$ cat src/rtl/rvtu_completion_poller.sv
// rvtu_completion_poller: sweeps per-channel RVTU completion CSRs after start, latching done flags
// and enforcing a kernel watchdog; reports all-done or timeout with elapsed cycles.
module rvtu_completion_poller #(
   parameter int                NUM_CH     = 2,
   parameter int                ADDR_W     = 32,
   parameter int                DATA_W     = 32,
   parameter logic [ADDR_W-1:0] CSR_BASE   = 32'h0,
   parameter logic [ADDR_W-1:0] CSR_STRIDE = 32'h4,
   parameter int                POLL_GAP   = 1000,
   parameter int                TMO_W      = 32
) (
   input  logic              clk,
   input  logic              rst_n,
   input  logic              start,
   input  logic [TMO_W-1:0]  tmo_cfg,
   output logic              rd_req_vld,
   input  logic              rd_req_rdy,
   output logic [ADDR_W-1:0] rd_req_addr,
   input  logic              rd_rsp_vld,
   input  logic [DATA_W-1:0] rd_rsp_data,
   output logic              busy,
   output logic [NUM_CH-1:0] ch_done,
   output logic              all_done,
   output logic              tmo_err,
   output logic [TMO_W-1:0]  elapsed
);
   localparam int IDX_W = NUM_CH > 1 ? $clog2(NUM_CH) : 1;
   localparam int GAP_W = $clog2(POLL_GAP + 1);
   localparam logic [2:0] S_IDLE  = 3'd0;
   localparam logic [2:0] S_ISSUE = 3'd1;
   localparam logic [2:0] S_WAIT  = 3'd2;
   localparam logic [2:0] S_GAP   = 3'd3;
   localparam logic [2:0] S_DONE  = 3'd4;
   localparam logic [2:0] S_TMO   = 3'd5;
   logic [2:0]        state, state_nxt;
   logic [IDX_W-1:0]  idx, idx_nxt, lo_free, above_free;
   logic [GAP_W-1:0]  gap_cnt;
   logic [TMO_W-1:0]  wdog;
   logic [NUM_CH-1:0] done_nxt;
   logic              has_above, wd_exp, go, unused;
   assign busy        = state == S_ISSUE || state == S_WAIT || state == S_GAP;
   assign go          = start && !busy;
   assign rd_req_vld  = state == S_ISSUE;
   assign rd_req_addr = CSR_BASE + ADDR_W'(idx) * CSR_STRIDE;
   // Watchdog counts as expired on the cycle it reaches zero and every cycle after.
   assign wd_exp      = wdog <= TMO_W'(1);
   assign unused      = ^rd_rsp_data;
   always_comb begin
      done_nxt   = ch_done;
      lo_free    = '0;
      above_free = '0;
      has_above  = 1'b0;
      if (state == S_WAIT && rd_rsp_vld && rd_rsp_data[0]) done_nxt[idx] = 1'b1;
      for (int i = NUM_CH - 1; i >= 0; i--) begin
         if (!done_nxt[i]) lo_free = IDX_W'(i);
         if (!done_nxt[i] && i > int'(idx)) begin
            above_free = IDX_W'(i);
            has_above  = 1'b1;
         end
      end
   end
   always_comb begin
      state_nxt = state;
      idx_nxt   = idx;
      case (state)
         S_IDLE, S_DONE, S_TMO: if (start) begin
            state_nxt = S_ISSUE;
            idx_nxt   = '0;
         end
         S_ISSUE: state_nxt = rd_req_rdy ? S_WAIT : S_ISSUE;
         S_WAIT: if (rd_rsp_vld) begin
            state_nxt = &done_nxt ? S_DONE : wd_exp ? S_TMO : has_above ? S_ISSUE : S_GAP;
            idx_nxt   = has_above ? above_free : idx;
         end
         S_GAP: if (wd_exp) state_nxt = S_TMO;
            else if (gap_cnt == GAP_W'(POLL_GAP - 1)) begin
               state_nxt = S_ISSUE;
               idx_nxt   = lo_free;
            end
         default: state_nxt = S_IDLE;
      endcase
   end
   always_ff @(posedge clk or negedge rst_n) begin
      if (!rst_n) begin
         state    <= S_IDLE;
         idx      <= '0;
         gap_cnt  <= '0;
         wdog     <= '0;
         ch_done  <= '0;
         all_done <= 1'b0;
         tmo_err  <= 1'b0;
         elapsed  <= '0;
      end else begin
         state    <= state_nxt;
         idx      <= idx_nxt;
         gap_cnt  <= state == S_GAP ? gap_cnt + GAP_W'(1) : '0;
         wdog     <= go ? tmo_cfg : (busy && wdog != '0) ? wdog - TMO_W'(1) : wdog;
         ch_done  <= go ? '0 : done_nxt;
         all_done <= state_nxt == S_DONE;
         tmo_err  <= state_nxt == S_TMO;
         elapsed  <= go ? '0 : (busy && ~&elapsed) ? elapsed + TMO_W'(1) : elapsed;
      end
   end
endmodule
$ cat config.mk
export PLATFORM = sky130hd
export DESIGN_NAME = rvtu_completion_poller
export DESIGN_NICKNAME = d
export VERILOG_FILES = /design/src/rtl/rvtu_completion_poller.sv
export SDC_FILE = /design/constraint.sdc
export NUM_CORES = 1
export LEC_CHECK = 0
export BUFFER_PORTS_ARGS = -buffer_cell sky130_fd_sc_hd__buf_2
export CORE_MARGIN = 5
export CORE_UTILIZATION = 55
export CTS_CLUSTER_SIZE = 12
export DETAILED_ROUTE_END_ITERATION = 8
export PLACE_DENSITY_LB_ADDON = 0.08
export REMOVE_ABC_BUFFERS = 1
export SLEW_MARGIN = 30
export SYNTH_ARGS = -nofsm -noshare
export SYNTH_HDL_FRONTEND = slang
export SYNTH_SLANG_ARGS = --single-unit
export TNS_END_PERCENT = 50
$ cat constraint.sdc
create_clock -name clk -period 4.7 [get_ports clk]
set_clock_uncertainty 0.15 [all_clocks]
set_input_delay 0.235 -clock clk [delete_from_list [all_inputs] [get_ports clk]]
set_output_delay 0.235 -clock clk [all_outputs]
set_load 0.05 [all_outputs]
==> results of run 1 <==
[worst max-delay path, stage by stage, from the launching register on]
cell and delay (ns):
dfrtp_1 0.40, or4_1 0.70, nor4_2 0.37, and4_1 0.64, buf_4 0.41, nor3_1 0.09
o31a_1 0.24
[power by group through the flow]
stage	Clock, mW	Combinational [mW]	Sequential (mW)
floorplan	0	0.637	1.21
global placement	0	0.993	1.11
detailed placement	0	1.02	1.12
CTS	0.583	1.03	1.11
global route	0.610	1.14	1.15
finish	0.573	1.03	1.12
[cell usage after synthesis, types with 2 or more instances]
library cell / instances
nand2b_1: 3
buf_4: 33
nor4_2: 2
a31oi_1: 27
o21ai_1: 6
xnor2_1: 5
or2_2: 5
nor3_1: 7
clkbuf_1: 22
nand2_1: 32
ha_1: 5
nor2b_1: 5
or4_1: 20
o311ai_0: 5
o22ai_1: 2
nor2_1: 67
buf_8: 2
o41ai_1: 5
inv_1: 14
a2111o_1: 2
nor4_1: 7
a311oi_1: 2
mux2i_1: 2
nand4_1: 22
or3_1: 32
o211ai_1: 6
buf_2: 5
a21oi_1: 27
a21boi_0: 3
and4_1: 8
xor2_1: 3
dfrtp_1: 82
nor3b_1: 2
a31o_2: 2
and2_1: 4
o21ai_0: 27
a211oi_1: 4
and3_1: 9
nand3_1: 29
nand3b_1: 5
o31ai_1: 14
o31a_1: 3
[worst max path at each step]
stage          startpoint        to  slack [ns]  depth (start not counted)
2_1_floorplan    state[2]  wdog[31]        1.44                          6
3_3_place_gp     wdog[26]  wdog[30]        1.69                          6
3_5_place_dp     wdog[26]  wdog[30]        1.66                          6
4_1_cts          wdog[26]  wdog[30]        1.61                          6
5_1_grt          wdog[26]  wdog[23]        1.36                          6
6_report         wdog[26]  wdog[30]        1.59                          6
[through the flow]
step                hold slack, ns   util
floorplan                   -0.211      -
global placement            0.0408  0.602
detailed placement          0.0432  0.602
CTS                        0.00181  0.638
global route               0.00593  0.638
finish                      0.0120  0.638
[per-layer routing]
metal,global-route usage,part of all wire,vias up
li1,-,-,2247
met1,0.306,0.47,2212
met2,0.357,0.47,109
met3,0.0348,0.050,9
met4,0.0666,0.0080,0
met5,0,0,-
[state kept, by name, indices dropped and copies added (netlist names)]
name / count
state: 3
all_done: 1
tmo_err: 1
gap_cnt: 10
idx: 1
ch_done: 2
elapsed: 32
wdog: 32
[kinds of logic (layout without fill, tap and decap cells)]
family          after synthesis  in the layout  share of synthesized area
buf+inv                      78            120                     0.0901
xor+xnor                      8              8                     0.0139
other cells                   1             31                   0.000746
compound gates              142            142                      0.182
mux                           3              3                    0.00622
fa+ha+maj                     5              5                     0.0124
flops                        82             82                      0.408
simple gates                264            264                      0.286
[area by class of cell]
type / instances / area (um^2) / share of cell area
Clock buffer: 13 / 159 / 0.0283
Clock inverter: 2 / 60.1 / 0.0107
Inverter: 14 / 52.6 / 0.00936
Multi-Input combinational cell: 453 / 2640 / 0.470
Sequential cell: 82 / 2050 / 0.366
Tap cell: 108 / 135 / 0.0241
Timing Repair Buffer: 91 / 518 / 0.0923
==> metrics list, run 1 <==
- Fraction of power consumed by sequential logic: 0.411
* Worst-case setup margin in the final layout: approximately 1.6 ns
* Min-delay worst type: primary input to register
- RSZ-0062 raised after global routing: false
- Design Area, Final: between 5000 and 6000 um^2
* Data required, critical path: around 4.8 ns
* Switching power: approximately 1.2 mW
* Number of register bits inferred by synthesis: 82
- Clock sink total: 82
* CTS tree: built
* Cell type with the largest total area after synthesis: dfrtp_1
- Fraction of layout cells with a size suffix above 1: 0.166
* Largest net degree at the start of global routing: 53
- Number of top-level pins: about 140
- Grt total ovfl: 0
- Total internal power: around 1.6 mW
- In this run, synthesis inferred 0 flip-flops with an integrated enable.
- Setup violations remaining at the end of the flow were counted as 0.
- Power spread over the standard cell area amounts to around 480 nW/um^2.
- The design draws between 2 and 3 mW.
* Max Cap Viol: 0
- In this run the critical register-to-register path is captured at wdog[30].
* Core outline area: roughly 8800 um^2
* Gate power share: 0.378
* Reg-to-reg critical path startpoint: wdog[26]
- Clock latency on the worst-skew pair, taken at its later pin, is between 0.3 and 0.4 ns.
* Share of the cycle needed by the critical path after routing: 0.662
* Overall die width: around 110 um
- After synthesis, the cell types taking the most area are dfrtp_1 41%, nor2_1 5.0%, buf_4 4.9%.
* Max Fanout on Critical Path: 33
* Most frequently used flop master after synthesis: dfrtp_1
* Post CTS Setup Buffer Count: 0
- Area growth from synthesis to final layout: 11.7%
- Flop2flop setup slack: around 1.6 ns
- The worst path in the final design needs a cycle of approximately 3.1 ns, including I/O delays and setup.
- The analysis attributes to cell leakage a power of approximately 2.4 nW.
- The critical path is of the register to register type.
- The initial antenna violation count is 0.
- Count of filler cells inserted in the layout: 785
- After synthesis the cells add up to ~5000 um^2.
* Relative max-transition margin: 0.417
- The startpoint identified for the worst hold timing path is tmo_cfg[5].
- For this run, the number of Yosys warnings is 0.
* Cell area after placement: 5310 um^2
* Switching Share: 0.425
- Of all flip-flops after synthesis, the portion carrying an async set or reset was 1.00.
* Cell depth of the worst hold path: 3
- IR analysis of the VDD net gives a maximum drop of 0.541 mV.
- Number of design-rule violations left by the first detailed-router iteration: approximately 220
- Gr usage total: 0.221
- Clock Tree Buf Depth: 2
* Cell count after synthesis: approximately 580
- For the final routed database, the setup TNS stands at 0 ns.
- Vias in the first global route: 4413
- After clock tree synthesis, the clock-pin slew on the worst setup and hold paths is around 0.080 ns.
- # DRC: 0
* Share of power burned in the clock network: 0.211
- Number of CTS-inserted buffers: 9
* Library cells used by synthesis: 58
* Count of final max-slew check failures: 0
- Fin. Hold Viols: 0
* Overall die area: 11200 um^2
- For this run, the top clock speed supported by timing is about 320 MHz.
- Synth top area share: 0.408
- At the pin with the least slew margin, the transition time is 0.868 ns.
- STA classifies the critical path endpoint as a register.
- Data arrival at the endpoint of the critical path: roughly 3.2 ns
- Routability cong.: roughly 0.85
* Endpoint of the worst hold path: wdog[5]
- Commonest non-fill, non-tap cell in the layout: dfrtp_1
* Post-CTS Hold Fix Bufs: 9
- STA classifies the critical path startpoint as a register.
* Commonest cells after routing, fill and taps aside: 82 x dfrtp_1, 75 x buf_2, 67 x nor2_1
- The H-tree was split into 3 levels.
* Clock root buffer: clkbuf_8
* Post-route ant nets: 0
- Excluding fillers, the count of instances in the completed layout stands at around 760.
* Number of nets in the final layout: roughly 730
* Worst slack at placement: roughly 1.7 ns
* Routed length per placed instance: ~16 um
- Once detailed placement completed, the half-perimeter wirelength came to between 8 and 9 mm.
- Vias per cell: around 6.0
- Number of port buffers: 76
* Vertical die dimension: approximately 110 um
- Global-route wire length before repair: between 20 and 25 mm
- After synthesis, the mean cell area works out to between 8 and 9 um^2.
- Result of the run: finished clean
* Antenna diodes: 0
- Across all layers, the routed design uses approximately 4.6k vias.
- The number of gates resized after CTS was 0.
- The initial utilization of the core area, before any placement, comes to 0.571.
* Post-synthesis sequential area ratio: 0.408
- The first detailed-routing pass took 4 iterations.
- Dpl cells: 739
- Row Count: 34
- The final layout contains routed wiring with a total length of around 12 mm.
* Depth of the worst register-to-register path: 6
(Power assumes the default switching activity.)
==> run 2: changes to the inputs <==
--- a/config.mk
+++ b/config.mk
@@ -7,7 +7,7 @@
 export LEC_CHECK = 0
 export BUFFER_PORTS_ARGS = -buffer_cell sky130_fd_sc_hd__buf_2
 export CORE_MARGIN = 5
-export CORE_UTILIZATION = 55
+export CORE_UTILIZATION = 48
 export CTS_CLUSTER_SIZE = 12
 export DETAILED_ROUTE_END_ITERATION = 8
 export PLACE_DENSITY_LB_ADDON = 0.08
==> constraint.sdc (replaced) <==
create_clock -name clk -period 2.8 [get_ports clk]
set_clock_uncertainty 0.15 [all_clocks]
set_input_delay 0.14 -clock clk [delete_from_list [all_inputs] [get_ports clk]]
set_output_delay 0.14 -clock clk [all_outputs]
set_load 0.05 [all_outputs]
==> metrics list, run 2 (same netlist as run 1, synthesis figures left out) <==
* CTS H-tree lvls: 3 (unchanged)
- The type of origin of the critical path is a register (unchanged).
- The cell row count came to 37 (was 34).
* Initial Utilization: 0.489 (was 0.571)
- The worst hold-check slack came to 0.0535 ns (was 0.0120 ns).
- The end point of the worst hold path was state[2] (was wdog[5]).
- The growth of design area from synthesis to finish was 18.8% (was 11.7%).
- The final count of negative-setup-slack endpoints is 0 (unchanged).
- Share of the cycle needed by the critical path after routing: 0.936 (was 0.662)
* Clock Tree Buf Depth: 2 (unchanged)
* Worst r2r dst: elapsed[30] (was wdog[30])
- Number of buffer and inverter instances along the worst setup path: 1 (unchanged)
- The sort of element at the end of the critical path is a register (unchanged).
* RSZ-0062 raised after global routing: false (unchanged)
- The total DRC errors in the routed layout is 0 (unchanged).
- The pin count of the biggest net entering global routing came to 83 (was 53).
* Worst IR drop on VDD: 0.608 mV (was 0.541 mV)
* Transition time of the tightest slew-check pin: 0.783 ns (was 0.868 ns)
* Commonest cells after routing, fill and taps aside: 82 x dfrtp_1, 75 x buf_2, 67 x nor2_1 (unchanged)
* Reg-to-reg critical path startpoint: state[1] (was wdog[26])
- The final cell count without fillers came to 831 (was 763).
- The time the final worst path needs with I/O delays and setup came to 2.62 ns (was 3.11 ns).
* Cell area after placement: 5470 um^2 (was 5310 um^2)
* Grt total ovfl: 0 (unchanged)
- Post-route ant nets: 0 (unchanged)
- Max Freq: 382 MHz (was 321 MHz)
* Data required, critical path: 2.94 ns (was 4.78 ns)
- The final wirelength was 12.8 mm (was 12.2 mm).
- Commonest non-fill, non-tap cell in the layout: dfrtp_1 (unchanged)
* Max Cap Viol: 0 (unchanged)
- The buffer cell driving the clock tree root is clkbuf_8 (unchanged).
- The count of endpoints failing hold in the final timing report is 0 (unchanged).
- Vertical die dimension: 112 um (was 106 um)
- The post-DP HPWL was 8.74 mm (was 8.46 mm).
- The relative max-transition margin came to 0.478 (was 0.417).
- Gr usage total: 0.207 (was 0.221)
- The clock tree from TritonCTS is built (unchanged).
- Clock latency at the later pin of the worst-skew pair: 0.36 ns (was 0.34 ns)
- Number of nets in the final layout: 765 (was 725)
* Setup TNS: 0 ns (unchanged)
* Slowest stage cell on the critical path: a2111o_1 (was or4_1)
- Depth of the worst register-to-register path: 6 (unchanged)
* Min-delay worst type: primary input to register (unchanged)
- The initial antenna violation count was 0 (unchanged).
- The total die area was 12600 um^2 (was 11200 um^2).
- The number of global-route vias before repair came to 4540 (was 4413).
* Routed length per placed instance: 15.4 um (was 16.0 um)
* Routability cong.: 0.830 (was 0.846)
- The cell depth of the worst hold path was 5 (was 3).
- Detailed Routing Iterations Pass 1: 4 (unchanged)
- The worst-path maximum fanout came to 11 (was 33).
- Dpl cells: 782 (was 739)
* Critical path, cell by cell: o21bai_1 > inv_1 > nand3_1 > a2111o_1 > or3_1 > a21oi_1 (was or4_1 > nor4_2 > and4_1 > buf_4 > nor3_1 > o31a_1)
- The core area came to 10300 um^2 (was 8810 um^2).
- The number of buffers added by the clock tree synthesis step was 9 (unchanged).
- CP max stage delay: 0.59 ns (was 0.70 ns)
- The leakage component of the power came to 2.53 nW (was 2.37 nW).
- Power density cells: 750 nW/um^2 (was 484 nW/um^2)
* Count of filler cells inserted in the layout: 944 (was 785)
- The die boundary width is 112 um (was 106 um).
- Clock input transition at the sequential cells of the worst setup and hold paths: 0.08 ns (about the same)
* Number of design-rule violations left by the first detailed-router iteration: 348 (was 222)
* Family with the most delay on the worst path: compound AO/OA/AOI/OAI gates (was simple AND/OR/NAND/NOR gates)
- The count of pins over their slew limit was 0 (unchanged).
- Largest registers: elapsed x32, wdog x32, gap_cnt x10 (unchanged)
- Design Area, Final: 5970 um^2 (was 5610 um^2)
- The kind of critical path was register to register (unchanged).
- Number of top-level pins: 139 (unchanged)
- Clock sink total: 82 (unchanged)
- Fraction of layout cells with a size suffix above 1: 0.177 (was 0.166)
* Antenna diodes: 0 (unchanged)
- Result of the run: finished clean (unchanged)
* Data arrival at the endpoint of the critical path: 2.76 ns (was 3.20 ns)
* Flop2flop setup slack: 0.18 ns (was 1.59 ns)
- Total via count after detailed routing: 4745 (was 4577)
- The hold path startpoint was rd_rsp_vld (was tmo_cfg[5]).
- Number of port buffers: 76 (unchanged)
- The average via count per standard cell was 5.71 (was 6.00).
- Global-route wire length before repair: 21.8 mm (was 20.7 mm)
## run 2: worst max path at each step
| stage | from | endpoint | slack, ns | cells past startpoint |
|---|---|---|---|---|
| floorplan | state[2] | wdog[31] | -0.46 | 6 |
| global placement | state[1] | elapsed[30] | 0.28 | 6 |
| detailed placement | state[1] | elapsed[30] | 0.23 | 6 |
| CTS | state[1] | elapsed[31] | 0.21 | 6 |
| global route | state[1] | elapsed[30] | 0.004 | 6 |
| finish | state[1] | elapsed[30] | 0.18 | 6 |
## run 2: area by class of cell
type                       count  area (um^2)  share of cell area
timing repair buffer         131          897               0.150
sequential                    82         2050               0.344
tap                          136          170              0.0285
multi-input combinational    453         2640               0.442
inverter                      14         52.6             0.00880
clock buffer                  13          149              0.0249
clock inverter                 2         13.8             0.00230
## run 2: repair_timing
item / in CTS / in global routing
gates resized for setup: 0 / 0
hold buffers: 34 / 0
buffers inserted: 0 / 0
endpoints found under the hold margin: 116 / 0
## run 2: per-layer routing
layer | wire length [um] | part of all wire | track usage | vias to the layer above
li1 | - | - | - | 2338
met1 | 6080 | 0.48 | 0.292 | 2277
met2 | 5870 | 0.46 | 0.326 | 118
met3 | 665 | 0.052 | 0.0286 | 12
met4 | 138 | 0.011 | 0.0737 | 0
met5 | 0 | 0 | 0 | -
## run 2: power breakdown
part / switching, mW / total [mW] / internal (mW)
Clock: 0.427 / 0.770 / 0.343
Combinational: 1.19 / 1.84 / 0.651
Sequential: 0.359 / 1.86 / 1.50
Total: 1.98 / 4.48 / 2.50
## run 2: worst reg2reg max path, delay by kind of cell (launching register included)
| family | cells | cell delay, ns |
|---|---|---|
| flip-flops | 1 | 0.52 |
| AND/OR/NAND/NOR | 2 | 0.65 |
| buffers and inverters | 1 | 0.34 |
| AO/OA/AOI/OAI | 3 | 0.89 |
## run 2: through the flow
| step | setup slack [ns] | total power [mW] | utilization |
|---|---|---|---|
| floorplan | -0.462 | 3.11 | - |
| global placement | 0.280 | 3.62 | 0.532 |
| detailed placement | 0.233 | 3.68 | 0.532 |
| CTS | 0.214 | 4.50 | 0.581 |
| global route | 0.00435 | 4.82 | 0.581 |
| finish | 0.179 | 4.48 | 0.581 |
==> run 3: changes to the inputs <==
--- a/config.mk
+++ b/config.mk
@@ -10,10 +10,9 @@
 export CORE_UTILIZATION = 48
 export CTS_CLUSTER_SIZE = 12
 export DETAILED_ROUTE_END_ITERATION = 8
-export PLACE_DENSITY_LB_ADDON = 0.08
+export PLACE_DENSITY = 0.77
 export REMOVE_ABC_BUFFERS = 1
 export SLEW_MARGIN = 30
 export SYNTH_ARGS = -nofsm -noshare
 export SYNTH_HDL_FRONTEND = slang
 export SYNTH_SLANG_ARGS = --single-unit
-export TNS_END_PERCENT = 50
==> metrics list, run 3 (same netlist as run 1, synthesis figures left out) <==
- Finished Layout Cells: 829 (was 831)
* Largest net degree at the start of global routing: 83 (unchanged)
- Vertical die dimension: 112 um (unchanged)
- Clock Tree Buf Depth: 2 (unchanged)
- The share of cells above drive strength 1 was 0.180 (was 0.177).
- Largest registers: elapsed x32, wdog x32, gap_cnt x10 (unchanged)
- Area growth from synthesis to final layout: 19.6% (was 18.8%)
- Routability cong.: 0.918 (was 0.830)
- Core outline area: 10300 um^2 (unchanged)
* Number of antenna violations at the first check in global routing: 0 (unchanged)
* Max Fanout on Critical Path: 25 (was 11)
* Vias in the first global route: 4621 (was 4540)
- The boundary pin count came to 139 (unchanged).
- Kind of end point of the critical path: register (unchanged)
- Overall die area: 12600 um^2 (unchanged)
- Shortest period the worst path allows: 2.55 ns (was 2.62 ns)
- The number of nets in the layout came to 763 (was 765).
- Gr usage total: 0.204 (was 0.207)
- Worst slack at placement: 0.177 ns (was 0.233 ns)
- Slowest stage cell on the critical path: or4_1 (was a2111o_1)
- Clock root buffer: clkbuf_8 (unchanged)
* CTS tree: built (unchanged)
* Total internal power: 2.67 mW (was 2.50 mW)
- Startpoint types: register (unchanged)
- The clock-pin slew of the registers on the worst-case setup and hold paths was 0.08 ns (about the same).
* Min-delay worst type: primary input to register (unchanged)
- The total placed cells including tap cells was 780 (was 782).
- Gate power share: 0.400 (was 0.412)
- RSZ-0062 raised after global routing: false (unchanged).
- Tot Pwr: 4.66 mW (was 4.48 mW)
* Max Cap Viol: 0 (unchanged)
- Number of port buffers: 76 (unchanged)
- Critical path, cell by cell: or4_1 > nor4_2 > and4_1 > buf_4 > o31ai_1 > a31oi_1 (was o21bai_1 > inv_1 > nand3_1 > a2111o_1 > or3_1 > a21oi_1)
- Fraction of power consumed by sequential logic: 0.398 (was 0.416)
- Worst-case setup margin in the final layout: 0.247 ns (was 0.179 ns)
- Row Count: 37 (unchanged)
* Clock sink total: 82 (unchanged)
- CTS H-tree lvls: 3 (unchanged)
- The worst hold-check slack was 0.0771 ns (was 0.0535 ns).
* CP max stage delay: 0.69 ns (was 0.59 ns)
- The clock insertion delay at the later pin of the skew report was 0.35 ns (was 0.36 ns).
* Data required, critical path: 2.91 ns (was 2.94 ns)
- Grt total ovfl: 0 (unchanged)
* Transition time of the tightest slew-check pin: 0.746 ns (was 0.783 ns)
- Data arrival at the endpoint of the critical path: 2.66 ns (was 2.76 ns)
- The global-route wire length before repair came to 21.6 mm (was 21.8 mm).
- Family with the most delay on the worst path: simple AND/OR/NAND/NOR gates (was compound AO/OA/AOI/OAI gates)
- The total DRC errors in the routed layout was 0 (unchanged).
- Initial Utilization: 0.489 (unchanged)
* Detailed Routing Iterations Pass 1: 5 (was 4)
- The sum of buffers and inverters on the critical path came to 1 (unchanged).
- The post-DP HPWL was 8.92 mm (was 8.74 mm).
- Max Freq: 392 MHz (was 382 MHz)
- Final setup violation count: 0 (unchanged)
- Result of the run: finished clean (unchanged).
- The part of the total power dissipated in the clock network is 0.202 (was 0.172).
- The final antenna diode count came to 0 (unchanged).
* Commonest cells after routing, fill and taps aside: 82 x dfrtp_1, 75 x buf_2, 67 x nor2_1 (unchanged)
- Overall die width: 112 um (unchanged)
- The total net switching power was 1.99 mW (was 1.98 mW).
- Fin. Hold Viols: 0 (unchanged)
- The routed length per placed instance came to 15.5 um (was 15.4 um).
* Post-route ant nets: 0 (unchanged)
- Crit Path Class: register to register (unchanged)
- Commonest non-fill, non-tap cell in the layout: dfrtp_1 (unchanged)
- Final Util: 0.585 (was 0.581)
- Total leakage power: 2.55 nW (was 2.53 nW)
* Share of the cycle needed by the critical path after routing: 0.912 (was 0.936)
* Post CTS Setup Buffer Count: 0 (unchanged)
* Total via count after detailed routing: 4820 (was 4745)
- The average via count per standard cell is 5.81 (was 5.71).
- Count of final max-slew check failures: 0 (unchanged)
- Relative max-transition margin: 0.503 (was 0.478)
* Power density cells: 775 nW/um^2 (was 750 nW/um^2)
- The number of filler instances in the final layout is 923 (was 944).
- The final wirelength was 12.9 mm (was 12.8 mm).
- The number of DRC markers in iteration 0 came to 315 (was 348).
- The switching portion of total power was 0.427 (was 0.442).
- The number of buffers added by the clock tree synthesis step is 9 (unchanged).
- The worst-case vdd ir drop was 0.652 mV (was 0.608 mV).
## run 3: power by group through the flow
stage	Combinational, mW	Sequential [mW]	Clock [mW]
detailed placement	1.83	1.86	0
finish	1.87	1.85	0.942
floorplan	1.07	2.04	0
global route	2.05	1.90	1.02
global placement	1.77	1.83	0
CTS	1.87	1.84	0.973
## run 3: final cells by class
class                           instances  area (um^2)  share of cell area
Clock inverter                          5         78.8              0.0131
Timing Repair Buffer                  129          882               0.147
Tap cell                              136          170              0.0283
Sequential cell                        82         2050               0.341
Multi-Input combinational cell        453         2640               0.439
Clock buffer                           10          138              0.0229
Inverter                               14         52.6             0.00874
## run 3: worst paths after layout
check	depth (start not counted)	startpoint	slack, ns	to
hold / removal	5	rd_rsp_vld	0.08	state[2]
setup / recovery	6	wdog[26]	0.25	wdog[27]
max in group asynchronous	2	rst_n	1.73	gap_cnt[7]
setup reg to reg	6	wdog[26]	0.25	wdog[27]
hold reg to reg	1	gap_cnt[0]	0.34	gap_cnt[0]
min in group asynchronous	2	rst_n	0.26	wdog[6]
## run 3: worst register-to-register path: cells and delay by family, from the launching register on
family | cells | cell delay, ns
buffers and inverters | 1 | 0.26
AOI/OAI and AO/OA | 2 | 0.33
and+or+nand+nor | 3 | 1.33
DFF | 1 | 0.40
## run 3: per-layer routing
layer,global-route usage,part of all wire,wire [um],vias up
li1,-,-,-,2335
met1,0.270,0.44,5690,2331
met2,0.337,0.49,6310,132
met3,0.0248,0.045,584,22
met4,0.0889,0.023,302,0
met5,0,0,0,-
## run 3: what timing repair did
action,CTS,global route
hold buffers,34,0
endpoints found under the hold margin,116,0
endpoints found under the setup margin,0,4
resized for setup,0,1
## run 3: metrics by stage
| step | cell area [um^2] | TNS [ns] |
|---|---|---|
| 5_1_grt | 6010 | 0 |
| 3_3_place_gp | 5450 | 0 |
| 6_report | 6010 | 0 |
| 3_5_place_dp | 5450 | 0 |
| 2_1_floorplan | 4740 | -7.36 |
| 4_1_cts | 6010 | 0 |
